$ cat config.mk
export PLATFORM = sky130hd
export DESIGN_NAME = arb_requester
export DESIGN_NICKNAME = d
export VERILOG_FILES = /design/src/rtl/arb_requester.sv
export SDC_FILE = /design/constraint.sdc
export NUM_CORES = 1
export LEC_CHECK = 0
export ABC_AREA = 1
export ABC_CLOCK_PERIOD_IN_PS = 2400
export BUFFER_PORTS_ARGS = -buffer_cell sky130_fd_sc_hd__buf_2
export CORE_MARGIN = 2
export CORE_UTILIZATION = 50
export CTS_CLUSTER_SIZE = 12
export DETAILED_ROUTE_END_ITERATION = 16
export GPL_TIMING_DRIVEN = 0
export PLACE_DENSITY = 0.68
export SYNTH_ARGS = -nofsm -noshare
export SYNTH_HDL_FRONTEND = slang
export SYNTH_SLANG_ARGS = --single-unit
export TNS_END_PERCENT = 20
$ cat constraint.sdc
create_clock -name clk -period 2.4 [get_ports clk]
set_input_delay 0.48 -clock clk [delete_from_list [all_inputs] [get_ports clk]]
set_output_delay 0.48 -clock clk [all_outputs]
set_load 0.005 [all_outputs]
$ cat src/rtl/arb_requester.sv
// arb_requester: queues up to two burst jobs, requests the arbiter for each
// one, streams len+1 beats while granted, then idles for GAP cycles between
// jobs.
// Optional feature macro: ARB_REQ_TIMEOUT_EN. When it is defined, a job that
// waits TIMEOUT cycles in REQ without a grant is abandoned and the timeout
// output pulses.
module arb_requester #(
    parameter int unsigned TIMEOUT = 16,
    parameter int unsigned GAP     = 1
) (
    input  logic       clk,
    input  logic       rst,
    input  logic       start,
    input  logic [3:0] len,
    input  logic       gnt,
    output logic       req,
    output logic       beat_valid,
    output logic [3:0] beat_idx,
    output logic       done,
    output logic [1:0] pending,
    output logic       overflow
`ifdef ARB_REQ_TIMEOUT_EN
    ,
    output logic       timeout
`endif
);

    localparam int unsigned LEN_W = 4;
    localparam int unsigned CNT_W = 2;
    localparam int unsigned GAP_W = 4;
`ifdef ARB_REQ_TIMEOUT_EN
    localparam int unsigned WAIT_W = 8;
`endif

    // Reject parameter values outside the supported ranges at elaboration
    if (TIMEOUT < 2 || TIMEOUT > 255 || GAP < 1 || GAP > 15) begin : g_param_check
        $error("arb_requester: TIMEOUT must be 2..255 and GAP 1..15");
    end

    typedef enum logic [1:0] {
        ST_IDLE = 2'd0,
        ST_REQ  = 2'd1,
        ST_XFER = 2'd2,
        ST_GAP  = 2'd3
    } state_t;

    state_t             state_q;
    state_t             state_d;

    logic [LEN_W-1:0]   head_q;
    logic [LEN_W-1:0]   tail_q;
    logic [CNT_W-1:0]   count_q;
    logic [LEN_W-1:0]   beat_q;
    logic [GAP_W-1:0]   gap_q;
    logic               req_q;
    logic               done_q;
    logic               overflow_q;

    logic               push;
    logic               pop;
    logic               last_beat;
`ifdef ARB_REQ_TIMEOUT_EN
    logic [WAIT_W-1:0]  wait_q;
    logic               timeout_q;
    logic               tmo_hit;
`endif

    // State register
    always_ff @(posedge clk) begin
        if (!rst) begin
            state_q <= ST_IDLE;
        end else begin
            state_q <= state_d;
        end
    end

    // Next-state logic plus queue push/pop decisions
    always_comb begin
        state_d   = state_q;
        pop       = 1'b0;
        last_beat = 1'b0;
`ifdef ARB_REQ_TIMEOUT_EN
        tmo_hit   = 1'b0;
`endif
        push      = start && (count_q != 2'd2);

        case (state_q)
            ST_IDLE: begin
                if (count_q != '0) begin
                    state_d = ST_REQ;
                end
            end
            ST_REQ: begin
                if (gnt) begin
                    state_d = ST_XFER;
                end
`ifdef ARB_REQ_TIMEOUT_EN
                else if (wait_q == WAIT_W'(TIMEOUT - 1)) begin
                    state_d = ST_GAP;
                    pop     = 1'b1;
                    tmo_hit = 1'b1;
                end
`endif
            end
            ST_XFER: begin
                if (gnt && (beat_q == head_q)) begin
                    last_beat = 1'b1;
                    pop       = 1'b1;
                    state_d   = ST_GAP;
                end
            end
            ST_GAP: begin
                if (gap_q == '0) begin
                    state_d = ST_IDLE;
                end
            end
            default: begin
                state_d = ST_IDLE;
            end
        endcase
    end

    // Two-entry job queue: head is the active job, tail the next one
    always_ff @(posedge clk) begin
        if (!rst) begin
            head_q     <= '0;
            tail_q     <= '0;
            count_q    <= '0;
            overflow_q <= 1'b0;
        end else begin
            case ({push, pop})
                2'b10: begin
                    if (count_q == '0) begin
                        head_q <= len;
                    end else begin
                        tail_q <= len;
                    end
                    count_q <= count_q + CNT_W'(1);
                end
                2'b01: begin
                    head_q  <= tail_q;
                    count_q <= count_q - CNT_W'(1);
                end
                2'b11: begin
                    // Only possible with one entry: the new job becomes head
                    head_q <= len;
                end
                default: begin
                end
            endcase
            if (start && (count_q == 2'd2)) begin
                overflow_q <= 1'b1;
            end
        end
    end

    // Beat counter, gap timer and registered pulses/request
    always_ff @(posedge clk) begin
        if (!rst) begin
            beat_q <= '0;
            gap_q  <= '0;
            req_q  <= 1'b0;
            done_q <= 1'b0;
        end else begin
            if ((state_q == ST_REQ) && (state_d == ST_XFER)) begin
                beat_q <= '0;
            end else if ((state_q == ST_XFER) && gnt) begin
                beat_q <= last_beat ? '0 : beat_q + LEN_W'(1);
            end

            if ((state_d == ST_GAP) && (state_q != ST_GAP)) begin
                gap_q <= GAP_W'(GAP - 1);
            end else if ((state_q == ST_GAP) && (gap_q != '0)) begin
                gap_q <= gap_q - GAP_W'(1);
            end

            req_q  <= (state_d == ST_REQ) || (state_d == ST_XFER);
            done_q <= last_beat;
        end
    end

`ifdef ARB_REQ_TIMEOUT_EN
    // Counts consecutive REQ cycles; restarts whenever REQ is left
    always_ff @(posedge clk) begin
        if (!rst) begin
            wait_q    <= '0;
            timeout_q <= 1'b0;
        end else begin
            if (state_q == ST_REQ) begin
                wait_q <= wait_q + WAIT_W'(1);
            end else begin
                wait_q <= '0;
            end
            timeout_q <= tmo_hit;
        end
    end

    assign timeout = timeout_q;
`endif

    assign req        = req_q;
    assign beat_valid = (state_q == ST_XFER) && gnt;
    assign beat_idx   = beat_q;
    assign done       = done_q;
    assign pending    = count_q;
    assign overflow   = overflow_q;

endmodule

**Word level (Yosys, flattened, before mapping)**

Cells that the tools add are included.

- Bits in registers: 23
- Input bits: 8
- Logic and storage cells: 59

- Add/subtract/negate cells: 4
- Equal/unequal tests: 14
- Muxes and demuxes: 11
- Bitwise logic cells: 2
- Reductions and logical operators: 19

Operator list:

| cell | number |
|---|---|
| $eq 2x2->1 const B | 7 |
| $pmux 4 s3 | 1 |
| $mux 2 | 4 |
| $mux 4 | 2 |
| $pmux 2 s4 | 1 |
| $logic_and 1x1->1 | 7 |
| $eq 2x1->1 const B | 3 |
| $ne 2x2->1 const B | 3 |
| $add 4x1->4 const B | 1 |
| $eq 4x4->1 | 1 |
| $logic_not 2->1 | 2 |
| $logic_not 4->1 | 1 |
| $pmux 2 s2 | 1 |
| $reduce_and 2->1 | 2 |
| $reduce_bool 2->1 | 2 |
| $reduce_bool 4->1 | 1 |
| $reduce_or 2->1 | 2 |
| $sub 4x1->4 const B | 1 |
| $reduce_bool 3->1 | 1 |
| $add 2x1->2 const B | 1 |
| $mux 1 | 2 |
| $not 1->1 | 2 |
| $sub 2x1->2 const B | 1 |
| $logic_or 1x1->1 | 1 |

**Logic depth before layout (Yosys ltp)**

Gate-level depths: netlist of run 1.

- Word-level depth: 7
- Gate-level depth with buffers: 13

**Least setup slack after synthesis of run 1**

Ideal clock, no wire load.

- Kind: register -> register
- Start point: register gap_q[0]
- End point: register gap_q[1]
- Data arrival time: 1.619 ns
- Required time: 2.330 ns
- Setup slack: 0.711 ns
- Stages on the path, launching flop included: 14
- Cells stage by stage: dfxtp_1 > inv_1 > ha_1 > nand3_1 > nand2_2 > inv_4 > nor2_1 > nand2_2 > nand2_2 > inv_1 > ha_1 > a21oi_1 > o21ai_1 > a21oi_1

- Longest elaborated chain between the ends: 6

RTL lines:

| element | line | text |
|---|---|---|
| start, declared | 54 | `logic [GAP_W-1:0] gap_q;` |
| start signal, assigned | 172 | `gap_q <= GAP_W'(GAP - 1);` |
| start signal, assigned | 174 | `gap_q <= gap_q - GAP_W'(1);` |
| $logic_not 4->1 | 113 | `if (gap_q == '0) begin` |
| $mux 2 | 113 |  |
| $pmux 2 s4 | 87 | `case (state_q)` |
| $eq 2x2->1 | 171 | `if ((state_d == ST_GAP) && (state_q != ST_GAP)) begin` |
| $logic_and 1x1->1 | 171 |  |
| $reduce_or 2->1 (no line) | - |  |

Parallel ways exist; a longest one is shown, timed or not.
A chain may end at the register's enable or synchronous reset.

**Final worst setup path of run 1**

- Start point: register gap_q[0]
- End point: register gap_q[0]

Same word-level chain as after synthesis.

==> results.py, run 1 <==
metrics = {
    "clock_network": {
        "ctsResizeCount": 0,
        "cts_tree": "done",
        "insertion_delay_ns": 0.30,
        "clockBufferDepth": 2,
        "htreeDepth": 1,
        "clk_pin_slew_worst_paths_ns": 0.12,
        "cts_buffers": 3,
        "cts-root-buf": "clkbuf_4",
        "postCtsHoldBufs": 0,
        "postCtsSetupBuffers": 0,
        "cts.sinks": 23,
    },
    "yosys": {
        "yosysSeqAreaShare": 0.3861,
        "ys_types": 22,
        "yosysWarnings": 0,
        "ys_seq_elements": 23,
        "syn_area_um2": 1192,
        "syn_avg_cell_area_um2": 7.271,
        "synth_nets": 178,
        "syn-instance-count": 164,
    },
    "place": {
        "post-dp-hpwl_um": 1769,
        "pre_cts_ws_ns": 0.4184,
        "place_area_um2": 1313,
        "numPortBuffers": 17,
        "place.gp.congestion": 0.8025,
    },
    "worst_hold_path": {
        "holdCritPathClass": "in -> reg",
    },
    "floorplan": {
        "die_h_um": 52.84,
        "io_pins": 18,
        "die_area_um2": 2792,
        "start_util": 0.5339,
        "coreArea_um2": 2233,
        "num_rows": 17,
        "fp.dieW_um": 52.84,
    },
    "routing": {
        "routed_via_density": 4.751,
        "drtIter0Drc": 12,
        "wl_per_cell_um": 10.45,
        "drc": 0,
        "vias": 1012,
        "wirelength_um": 2225,
        "drtAntennaViolNets": 0,
        "first_pass_iters": 4,
    },
    "sta": {
        "fin_skew_ns": 0.004403,
        "report.final.slew_viol_count": 0,
        "slew_headroom": 0.7607,
        "setup_slack_ns": 0.4412,
        "setup_viol": 0,
        "period_share": 0.8162,
        "max_freq_ghz": 0.5105,
        "hold_violations": 0,
        "fin_setup_tns_ns": 0,
        "grt_setup_unrepaired": "false",
        "min_period_ns": 1.959,
        "worst_pin_slew_ns": 0.3590,
    },
    "critical_path": {
        "critPathRequiredTime_ns": 2.63,
        "arrival_ns": 2.19,
        "critPathCaptureType": "register",
        "worst-path-max-fanout": 6,
        "cp-start-kind": "register",
        "path_class": "reg -> reg",
    },
    "outcome": {
        "status": "finished clean",
    },
    "finish": {
        "num-fill-cells": 228,
        "n_antenna_cell": 0,
        "multi_input_area_um2": 609.3,
        "final_area_um2": 1339,
        "seqCellArea_um2": 460.4,
        "synthToLayoutAreaGrowth_pct": 12.28,
        "most-common-layout-cells": "nand2_1 (34), inv_1 (26), dfxtp_1 (23)",
        "nNetsFinal": 200,
        "drive_above_1_share": 0.2108,
        "final_common_cell": "nand2_1",
    },
    "global_route": {
        "first_global_vias": 969,
        "track_usage": 0.1956,
        "antenna_found_initial": 0,
        "grt_pass1_wl_um": 4015,
        "grt_start_max_net_pins": 13,
        "grt-ovfl-total": 0,
    },
    "power": {
        "ir_worst_vdd_mv": 0.4098,
        "powerDensity_nw_per_um2": 569.3,
        "p_leak_nw": 0.6504,
    },
    "job": {
        "drv_cap": 0,
    },
}
-- power by group --
part	internal [mW]	switching [mW]	total, mW	leakage, nW
clock	0.0646	0.108	0.173	0.0150
combinational	0.0615	0.0931	0.155	0.447
sequential	0.412	0.0226	0.435	0.188
-- layer usage --
metal	share of wire	track usage	vias to the layer above	routed length (µm)
li1	-	-	562	-
met1	0.48	0.2350	433	1074
met2	0.48	0.3479	15	1075
met3	0.027	0.03429	2	60
met4	0.0063	0.06410	0	14
met5	0	0	-	0
-- cells by family after synthesis --
logic type / share of synthesized area
fa+ha+maj: 0.06296
simple gates: 0.3127
buf+inv: 0.1028
compound gates: 0.1354
flops: 0.3861
-- state kept, by name, indices dropped and copies added, names as in the netlist --
name and flops:
pending 2, tail_q 4, overflow 1, gap_q 4, head_q 4, state_q 2, done 1, req 1
beat_idx 4
-- synth_stat cells --
cell type,number,share of area
a21oi_1,10,0.042
a31oi_1,5,0.026
clkbuf_1,1,0.0031
dfxtp_1,23,0.39
ha_1,6,0.063
inv_1,26,0.082
inv_2,4,0.013
inv_4,1,0.0052
nand2_1,34,0.11
nand2_2,3,0.016
nand3_1,6,0.025
nand3_2,2,0.017
nand3_4,1,0.015
nand3b_1,1,0.0063
nand4_2,1,0.010
nor2_1,17,0.054
nor2_2,2,0.010
nor2_4,2,0.019
nor2_8,1,0.017
nor3_2,2,0.017
o21ai_0,9,0.038
o21ai_1,7,0.029
-- final cells by class --
cell class                 instances  area share
sequential                        23      0.3439
multi-input combinational        109      0.4551
timing repair buffer              17     0.06355
tap                               28     0.02617
inverter                          31     0.08879
clock buffer                       4     0.01963
buffer                             1    0.002804
-- path summary, 6_finish.rpt --
path	start	endpoint	slack (ns)	cells past startpoint
min reg2reg	overflow	overflow	0.47	2
max	gap_q[0]	gap_q[0]	0.44	13
min	len[0]	tail_q[0]	0.42	3
max reg2reg	gap_q[0]	gap_q[0]	0.44	13
-- through the flow --
stage               hold WS, ns  instances  utilization  total power, mW
finish                   0.4160        213       0.5994           0.7622
global route             0.4017        213       0.5994           0.8151
CTS                      0.4062        213       0.5994           0.7739
detailed placement       0.4625        209       0.5877           0.5990
global placement         0.4411        209       0.5877           0.5937
floorplan                0.4418        164            -           0.5575
-- critical path, cell delays in order, from the launching register on --
cell,delay (ns)
dfxtp_1,0.34
inv_1,0.10
ha_1,0.20
nand3_1,0.10
nand2_2,0.13
inv_4,0.06
nor2_1,0.11
nand2_2,0.07
nand2_2,0.07
inv_1,0.04
ha_1,0.18
a21oi_1,0.24
inv_1,0.10
a21oi_1,0.14
(Power assumes the default switching activity.)
==> run 2, diff against run 1 <==
--- a/config.mk
+++ b/config.mk
@@ -6,14 +6,14 @@
 export NUM_CORES = 1
 export LEC_CHECK = 0
 export ABC_AREA = 1
-export ABC_CLOCK_PERIOD_IN_PS = 2400
+export ABC_CLOCK_PERIOD_IN_PS = 1650
 export BUFFER_PORTS_ARGS = -buffer_cell sky130_fd_sc_hd__buf_2
 export CORE_MARGIN = 2
-export CORE_UTILIZATION = 50
+export CORE_UTILIZATION = 49
 export CTS_CLUSTER_SIZE = 12
 export DETAILED_ROUTE_END_ITERATION = 16
 export GPL_TIMING_DRIVEN = 0
-export PLACE_DENSITY = 0.68
+export PLACE_DENSITY = 0.7
 export SYNTH_ARGS = -nofsm -noshare
 export SYNTH_HDL_FRONTEND = slang
 export SYNTH_SLANG_ARGS = --single-unit
==> constraint.sdc (replaced) <==
create_clock -name clk -period 1.65 [get_ports clk]
set_input_delay 0.33 -clock clk [delete_from_list [all_inputs] [get_ports clk]]
set_output_delay 0.33 -clock clk [all_outputs]
set_load 0.005 [all_outputs]
==> run 2 against run 1 <==
  * Sequential share of layout area shrank 4.7 points
  * Non-clock buffer count increased by 16
  * Hold slack got worse by 0.17 ns
  * Setup slack got worse by 0.40 ns
==> results.py, run 2 (synthesized netlist as in run 1, its figures left out) <==
metrics = {
    "place": {
        "pre_cts_ws_ns": -0.1964,
        "place_area_um2": 1319,
        "numPortBuffers": 17,
        "placed_cells": 209,
        "post-dp-hpwl_um": 1705,
        "place.gp.congestion": 0.8173,
    },
    "sta": {
        "worst_hold_slack_ns": 0.2492,
        "grt_setup_unrepaired": "true",
        "fin_skew_ns": 0.01311,
        "setup_viol": 0,
        "hold_violations": 0,
        "period_share": 0.9723,
        "setup_slack_ns": 0.04568,
        "worst_pin_slew_ns": 0.3985,
        "slew_headroom": 0.7344,
        "fin_setup_tns_ns": 0,
        "report.final.slew_viol_count": 0,
        "min_period_ns": 1.604,
        "max_freq_ghz": 0.6233,
    },
    "critical_path": {
        "arrival_ns": 1.83,
        "ff2ff_setup_slack_ns": 0.05,
        "reg2reg_from": "state_q[0]",
        "worstPathCellList": "inv_4, nand3_4, nor2_4, nand3_4, ha_4, inv_2, a21oi_2, o21ai_2, o21ai_1, a21oi_1",
        "path_class": "reg -> reg",
        "rr_endpoint": "pending[1]",
        "critPathCaptureType": "register",
        "cp-start-kind": "register",
        "cpPeakStageDelay_ns": 0.39,
        "cp_common_cell": "nand3_4",
        "critPathRequiredTime_ns": 1.87,
        "slowest_stage": "dfxtp_4",
        "worst-path-max-fanout": 5,
        "r2r_cells": 10,
    },
    "power": {
        "power.total_mw": 1.211,
        "powerDensity_nw_per_um2": 741.5,
        "p_leak_nw": 0.7544,
        "ir_worst_vdd_mv": 0.7956,
    },
    "routing": {
        "routed_via_density": 5.048,
        "drc": 0,
        "drtIter0Drc": 26,
        "top_layer": "met4",
        "drt-met1-wl_um": 1138,
        "wl_per_cell_um": 11.16,
        "met2_length_um": 1283,
        "wirelength_um": 2555,
        "drtAntennaViolNets": 0,
        "wl_met3_um": 121,
        "first_pass_iters": 4,
        "vias": 1156,
    },
    "clock_network": {
        "clockBufferDepth": 2,
        "insertion_delay_ns": 0.32,
        "cts_buffers": 3,
        "postCtsHoldBufs": 0,
        "cts_tree": "done",
        "cts.sinks": 23,
        "clk_pin_slew_worst_paths_ns": 0.13,
        "htreeDepth": 1,
        "cts-root-buf": "clkbuf_4",
    },
    "outcome": {
        "status": "finished clean",
    },
    "worst_hold_path": {
        "hp-start": "len[2]",
        "holdCritPathClass": "in -> reg",
        "min_to": "tail_q[2]",
        "hold_depth": 3,
    },
    "floorplan": {
        "start_util": 0.5289,
        "die_h_um": 53.33,
        "die_area_um2": 2844,
        "io_pins": 18,
        "coreArea_um2": 2255,
        "num_rows": 17,
        "fp.dieW_um": 53.33,
    },
    "finish": {
        "final_area_um2": 1633,
        "final_core_util": 0.7242,
        "drive_above_1_share": 0.4577,
        "num-fill-cells": 191,
        "most-common-layout-cells": "nand2_1 (30), inv_1 (18), nor2_1 (16), buf_2 (16), buf_4 (14)",
        "synthToLayoutAreaGrowth_pct": 36.94,
        "n_antenna_cell": 0,
        "fin_cells": 229,
        "final_common_cell": "nand2_1",
        "nNetsFinal": 216,
    },
    "global_route": {
        "grt_pass1_wl_um": 4126,
        "grt_start_max_net_pins": 14,
        "first_global_vias": 986,
        "antenna_found_initial": 0,
        "track_usage": 0.1973,
        "grt-ovfl-total": 0,
    },
    "job": {
        "drv_cap": 0,
    },
}
[run 2: worst max path at each step]
stage / startpoint / to / depth (start not counted)
after floorplan: beat_idx[1] / pending[1] / 11
after global placement: gnt / pending[1] / 10
after detailed placement: beat_idx[1] / pending[1] / 11
after CTS: gap_q[0] / gap_q[1] / 13
after global routing: pending[1] / head_q[1] / 9
final: state_q[0] / pending[1] / 10
[run 2: critical path: cells and delay by family (launching register included)]
| family | cells | cell delay, ns |
|---|---|---|
| fa+ha+maj | 1 | 0.29 |
| flops | 1 | 0.39 |
| simple gates | 3 | 0.33 |
| buf+inv | 2 | 0.10 |
| compound gates | 4 | 0.38 |
[run 2: layout make-up]
type | count | area, µm² | area share
clock buffer | 3 | 22.52 | 0.01379
tap | 28 | 35.03 | 0.02146
buffer | 1 | 3.754 | 0.002299
clock inverter | 1 | 5.005 | 0.003065
sequential | 23 | 484.2 | 0.2966
multi-input combinational | 109 | 739.5 | 0.4529
inverter | 31 | 123.9 | 0.07586
timing repair buffer | 33 | 219.0 | 0.1341
[run 2: timing repair]
item                                    CTS  global route
cloned                                    0             0
pin swaps                                 3            16
endpoints found under the hold margin     0             0
gates resized for setup                  20            35
endpoints found under the setup margin   14            13
buffers inserted                          6            10
[run 2: routing by layer]
metal,track usage,up-vias
met4,0.02564,0
li1,-,596
met5,0,-
met1,0.2337,531
met3,0.05932,2
met2,0.3539,27
[run 2: power by group]
| group | internal [mW] | switching, mW |
|---|---|---|
| Combinational | 0.135 | 0.175 |
| Clock | 0.0907 | 0.169 |
| Sequential | 0.601 | 0.0401 |
